[src/rtl/pc_gen.sv]
// Fetch-address generator: holds the fetch PC, the EPC and a circular
// return-address stack, and picks the next PC by fixed event priority.
module pc_gen #(
  parameter int WIDTH = 32,
  parameter logic [WIDTH-1:0] RESET_VECTOR = 32'h0000_0C00,
  parameter logic [WIDTH-1:0] EXC_VECTOR = 32'h0000_4180,
  parameter int RAS_DEPTH = 4
) (
  input  logic                         clk,
  input  logic                         rst,
  input  logic                         stall,
  input  logic                         redirect,
  input  logic [WIDTH-1:0]             redirect_pc,
  input  logic                         exc,
  input  logic                         eret,
  input  logic                         ras_push,
  input  logic [WIDTH-1:0]             ras_push_addr,
  input  logic                         pred_ret,
  output logic [WIDTH-1:0]             pc,
  output logic [WIDTH-1:0]             epc,
  output logic [$clog2(RAS_DEPTH):0]   ras_count,
  output logic                         ras_empty,
  output logic                         ras_full,
  output logic                         addr_err
);

  localparam int PW = $clog2(RAS_DEPTH);
  localparam int CW = PW + 1;
  localparam logic [PW-1:0]    PTR_ONE = PW'(1);
  localparam logic [CW-1:0]    CNT_ONE = CW'(1);
  localparam logic [CW-1:0]    CNT_MAX = CW'(RAS_DEPTH);
  localparam logic [WIDTH-1:0] PC_STEP = WIDTH'(32'd4);

  logic [WIDTH-1:0] ras_mem [RAS_DEPTH];
  logic [PW-1:0]    top;

  logic [WIDTH-1:0] pc_next;
  logic [WIDTH-1:0] epc_next;
  logic [PW-1:0]    top_next;
  logic [CW-1:0]    count_next;
  logic             wr_en;
  logic [PW-1:0]    wr_idx;

  // Next-state selection; exc/eret/redirect/stall squash all RAS activity.
  always_comb begin
    pc_next    = pc;
    epc_next   = epc;
    top_next   = top;
    count_next = ras_count;
    wr_en      = 1'b0;
    wr_idx     = top;
    if (exc) begin
      pc_next  = EXC_VECTOR;
      epc_next = pc;
    end else if (eret) begin
      pc_next = epc;
    end else if (redirect) begin
      pc_next = redirect_pc;
    end else if (stall) begin
      pc_next = pc;
    end else if (pred_ret && !ras_empty) begin
      pc_next = ras_mem[top];
      if (ras_push) begin
        // Simultaneous call/return: replace the top in place.
        wr_en = 1'b1;
      end else begin
        top_next   = top - PTR_ONE;
        count_next = ras_count - CNT_ONE;
      end
    end else begin
      pc_next = pc + PC_STEP;
      if (ras_push) begin
        wr_en      = 1'b1;
        wr_idx     = top + PTR_ONE;
        top_next   = top + PTR_ONE;
        count_next = ras_full ? ras_count : ras_count + CNT_ONE;
      end else begin
        top_next = top;
      end
    end
  end

  // Architectural state and registered RAS status flags.
  always_ff @(posedge clk or posedge rst) begin
    if (rst) begin
      pc        <= RESET_VECTOR;
      epc       <= {WIDTH{1'b0}};
      top       <= {PW{1'b0}};
      ras_count <= {CW{1'b0}};
      ras_empty <= 1'b1;
      ras_full  <= 1'b0;
    end else begin
      pc        <= pc_next;
      epc       <= epc_next;
      top       <= top_next;
      ras_count <= count_next;
      ras_empty <= (count_next == {CW{1'b0}});
      ras_full  <= (count_next == CNT_MAX);
    end
  end

  // RAS storage; contents are don't-care after reset.
  always_ff @(posedge clk) begin
    if (wr_en) begin
      ras_mem[wr_idx] <= ras_push_addr;
    end
  end

  assign addr_err = (pc[1:0] != 2'b00);

endmodule

[config.mk]
export PLATFORM = sky130hd
export DESIGN_NAME = pc_gen
export DESIGN_NICKNAME = d
export VERILOG_FILES = /design/src/rtl/pc_gen.sv
export SDC_FILE = /design/constraint.sdc
export NUM_CORES = 1
export LEC_CHECK = 0
export CAP_MARGIN = 10
export CORE_MARGIN = 2
export CORE_UTILIZATION = 59
export CTS_BUF_LIST = sky130_fd_sc_hd__clkbuf_2 sky130_fd_sc_hd__clkbuf_4 sky130_fd_sc_hd__clkbuf_8
export DETAILED_ROUTE_END_ITERATION = 10
export DONT_BUFFER_PORTS = 1
export PLACE_DENSITY_LB_ADDON = 0.1
export SLEW_MARGIN = 20
export SYNTH_ARGS = -nofsm -noshare
export SYNTH_HDL_FRONTEND = slang
export SYNTH_SLANG_ARGS = --single-unit
[constraint.sdc]
create_clock -name clk -period 5.06 [get_ports clk]
set_input_delay 1.012 -clock clk [delete_from_list [all_inputs] [get_ports clk]]
set_output_delay 1.012 -clock clk [all_outputs]
set_load 0.1 [all_outputs]
# --- Yosys cells after proc, flatten, opt, wreduce, memory -nomap -nowiden ---
# Memory sizes are Yosys's and may differ from the RTL's.
# Cells that the tools add are included.
op_classes:
  add_sub_neg: 5
  reduce_logical: 5
  n_eq_ne: 3
  bitwise_logic: 4
  mux: 28
ops:
  columns: ["cell", "n"]
  rows:
  - ["32-bit two-way mux", 5]
  - ["32-bit by 3-bit adder with 32-bit output, second input constant", 1]
  - ["3-bit two-way mux", 8]
  - ["2-bit two-way mux", 8]
  - ["1-bit two-way mux", 7]
  - ["5-bit AND reduction", 1]
  - ["4-bit by 1-bit != test with 1-bit output, second input constant", 1]
  - ["1-bit NOT", 4]
  - ["3-bit by 1-bit adder with 3-bit output, second input constant", 1]
  - ["3-bit equality test, second input constant", 1]
  - ["3-bit logical NOT", 1]
  - ["3-bit by 1-bit subtractor with 3-bit output, second input constant", 1]
  - ["2-bit by 1-bit adder with 2-bit output, second input constant", 1]
  - ["2-bit != test, second input constant", 1]
  - ["2-bit nonzero test", 1]
  - ["2-bit by 1-bit subtractor with 2-bit output, second input constant", 1]
  - ["1-bit logical AND", 1]
  - ["1-bit logical NOT", 1]
word_totals:
  wordCells: 52
  in_bits: 72
  ramBits: 128
  output_inout_bits: 70
  reg_bits: 71
  n_memories: 1
mem_list:
  columns: ["memory", "words", "width", "read_ports", "rd_clocked_by_memory_dff", "write_ports", "line_no", "rtl"]
  rows:
  - ["ras_mem", 4, 32, 1, 0, 1, "34", "logic [WIDTH-1:0] ras_mem [RAS_DEPTH];"]

# --- Longest topological paths before layout ---
depth:
  ltp_word: 9
  mapped_depth: 8
  mapped_depth_nobuf: 6

# --- Worst setup path before layout ---
# No wires, ideal clock.
synth_path:
  path_type: "input to register"
  from: "in redirect"
  to: "mem ras_mem[1][0], enable pin"
  required_time_ns: 4.559
  path_stages: 5
  path_buffers: 2
  path_slack_ns: -0.457
  setup_ns: 0.501
  arrival_ns: 5.016
  path_cell_list: "clkbuf_1 nor4_1 clkbuf_1 nand2_1 nor4_1"
synth_via:
  elab_chain_len: 5
  elab_cells_between_ends: 8
  classes_between: "mux: 8"
synth_rtl:
  columns: ["item", "line_no", "rtl"]
  rows:
  - ["start, declared", "12", "input logic redirect,"]
  - ["1-bit two-way mux", "57", "end else if (redirect) begin"]
  - ["1-bit two-way mux", "55", "end else if (eret) begin"]
  - ["1-bit two-way mux", "52", "if (exc) begin"]
  - ["1-bit two-way mux", "104", "if (wr_en) begin"]
  - ["1-bit two-way mux (not written as such)", "105", "ras_mem[wr_idx] <= ras_push_addr;"]
  - ["end, declared", "34", null]
# Several ways; a longest one is shown, not always the timed one.

# --- Final worst setup path ---
layout_path:
  from: "reg pc[0]"
  to: "out addr_err"
layout_via:
  elab_chain_len: 1
layout_rtl:
  columns: ["item", "line_no", "rtl"]
  rows:
  - ["start, declared", "19", "output logic [WIDTH-1:0] pc,"]
  - ["start signal, assigned", "93", "pc <= pc_next;"]
  - ["2-bit nonzero test", "109", "assign addr_err = (pc[1:0] != 2'b00);"]
  - ["end, declared", "24", "output logic addr_err"]
# Every way passes these cells.

==> results.md <==
* Syn_nets at 745
* Post-synth ARST share at 35.68%
* Setup bufs post-CTS at 0
* Synth top area share at 42.38%
* Antenna-violating nets left at 0
* Leak at 0.003406 µW
* PD cells at 442.1 nW/µm²
* 1st-iter DRT viols at 762
* Max FO, Critical Path at 3
* Buf/Inv on CP at 1
* Remaining global-route overflow at 0
* Synthesized instance count at 670
* Fin Setup TNS at 0 ps
* Vias in the first global route at 5865
* CP max-delay cell: dfrtp_1
* DRT Pass-1 Iters at 6
* Fillers at 1113
* Slew HR at 23.40%
* Sequence of cells on the critical path: inv_1 > nand2_1
* FMAX at 0.3027 GHz
* CP top delay family: flip-flops
* CTS Buf Count at 17
* Root Buffer: clkbuf_8
* Area leader, netlist: edfxtp_1
* Final Setup Violations at 0
* Area contributors post-synth: edfxtp_1 (42%), dfrtp_1 (19%), mux4_2 (7.4%)
* Tcrit/Tclk final at 65.28%
* Hold Vio Cnt, Final at 0
* Final WL at 21930 µm
* CTS tree: built
* Seq/Total Area, Yosys at 62.01%
* Unrepaired setup endpoints after global routing: no
* Hold-fix buffers, CTS at 0
* Placer Congestion at 0.9351
* N_diodes at 0
* Syn_area_per_cell at 13.54 µm²
* Min Tclk post-route at 3303 ps
* HP Class: input pin to asynchronous set/reset pin
* Outcome: finished clean
* Crit path DAT at 2290 ps
* Total die area at 16380 µm²
* Max IR drop VDD at 0.2812 mV
* Detail Placement HPWL at 14850 µm
* Critical path capture point type: primary output
* Clock Path Buffers at 2
* Proportion of layout cells with a drive suffix above 1 at 20.41%
* Slew @ Worst Pin at 1149 ps
* Die H at 128.0 µm
* Die W at 128.0 µm
* # port buffers at 0
* Area grow syn2layout at 7.477%
* H-tree Lvls at 4
* CP max stage delay at 960 ps
* Setup Skew at 12.29 ps
* Max-cap violations at 0
* Post-synthesis sequential element count at 199
* Distinct cells, synth at 73
* Clk sinks at 199
* Clk slew on worst S/H paths at 100 ps
* Top post-synthesis cells by count: edfxtp_1 (128), dfrtp_1 (68), nand2_1 (45)
* WP data required at 4050 ps
* Initial Util at 60.11%
* Startpoint Class: register
* Number of vias per cell at 6.865
* Synthesized cell area at 9070 µm²
* Final slew viol count at 0
* Largest net degree at the start of global routing at 54
* Synth Flop Type: edfxtp_1
* Cts repair resizes at 0
* Register area at 5625 µm²
* Core area at 15090 µm²
* Residual DRC at 0
* Multi-input logic area at 3216 µm²
* Row count at 45
* Total Routing Usage GR at 27.50%
* Post-synth EDFFs at 128
* Worst-skew pair later-pin latency at 460 ps
* Final nets at 743
* First-pass GRT wire length at 33570 µm
* DR WL/cell at 25.24 µm
* Vias at 5966
* Total power at 4309 µW
* Top-Level Pins at 142
* Antenna violations before repair at 0
* Crit path kind: register to primary output
* Most common cell in the synthesized netlist: edfxtp_1
* Yosys warns at 0
[layout make-up]
cell class / count / share of cell area, %
clock inverters: 15 / 1.669
multi-input cells: 407 / 32.99
clock buffers: 17 / 2.400
flip-flops and latches: 199 / 57.71
inverters: 18 / 0.6931
repair buffers: 25 / 2.131
well taps: 188 / 2.413
[report_power, final]
part | internal, µW | switching [µW] | total, µW | leakage [µW]
combinational | 375 | 521 | 896 | 0.00114
clock | 411 | 586 | 998 | 0.000202
sequential | 1820 | 594 | 2420 | 0.00207
total | 2610 | 1700 | 4310 | 0.00341
[state kept, by name, summed over array words and instances (netlist names)]
signal	count
ras_full	1
pc	32
ras_empty	1
ras_mem	128
ras_count	3
epc	32
top	2
[worst register-to-register path, stage by stage, from the launching register on]
cell and delay (ps):
dfstp_2 900, nand2b_1 190, buf_4 370, and2_1 300, nand2_1 120, a21oi_4 630, buf_16 230
[logic make-up (layout without fill, tap and decap cells)]
group | count (synthesis) | after routing | synth area share [%]
flops | 199 | 199 | 62.01
simple gates | 166 | 166 | 9.574
mux | 67 | 67 | 11.96
xor+xnor | 17 | 17 | 1.642
buf+inv | 64 | 75 | 2.856
compound gates | 154 | 154 | 11.55
fa+ha+maj | 3 | 3 | 0.4139
[metrics by stage]
stage	cells	hold WS, ps	area [µm²]	setup slack, ps	util, %
after floorplan	670	687.7	9070	-457.2	-
after global placement	836	662.7	9324	1849	61.79
after detailed placement	837	681.8	9351	2020	61.97
after CTS	869	562.3	9748	1759	64.60
after global routing	869	575.8	9748	1643	64.60
final	869	557.5	9748	1757	64.60
[routing by layer]
layer,vias to the layer above,GRT usage [%],wire length (µm)
li1,2618,-,-
met1,3019,38.19,9183
met2,296,43.03,10400
met3,33,7.805,1894
met4,0,8.080,453
met5,-,0,0
[cells in the final DEF (no fill, tap or decap), types with 4 or more instances in the layout]
master | synthesis | layout
nand3_1 | 20 | 20
nand2b_1 | 5 | 5
a211oi_1 | 9 | 9
a22oi_1 | 5 | 5
nor4_1 | 8 | 6
nor2_1 | 33 | 32
edfxtp_1 | 128 | 128
inv_1 | 16 | 15
inv_6 | 0 | 4
nand2_1 | 45 | 45
nor3_1 | 16 | 16
o211ai_1 | 5 | 5
nor3b_1 | 4 | 4
mux2_2 | 31 | 31
mux4_2 | 30 | 30
a31oi_1 | 5 | 5
a221oi_1 | 12 | 12
buf_4 | 1 | 24
and4_1 | 7 | 7
dfrtp_1 | 68 | 67
o221ai_1 | 7 | 7
clkbuf_8 | 0 | 17
xnor2_1 | 12 | 12
xor2_1 | 5 | 5
o22ai_1 | 10 | 10
mux2i_1 | 6 | 6
o21ai_0 | 34 | 34
nand4_1 | 5 | 5
a21oi_1 | 30 | 29
[path summary, 6_finish.rpt]
check	startpoint	end	slack, ps	cells past startpoint
max	pc[0]$_DFFE_PP0P_	addr_err	1760	2
min	rst	pc[25]$_DFFE_PP0P_	560	1
max reg2reg	ras_empty$_DFF_PP1_	ras_mem[0][12]$_DFFE_PP_	2030	6
min reg2reg	pc[16]$_DFFE_PP0P_	pc[18]$_DFFE_PP0P_	710	3
max in group asynchronous	rst	top[0]$_DFFE_PP0P_	3490	2
min in group clk	exc	pc[13]$_DFFE_PP0P_	620	1
Power figures use the tool's default switching activity.
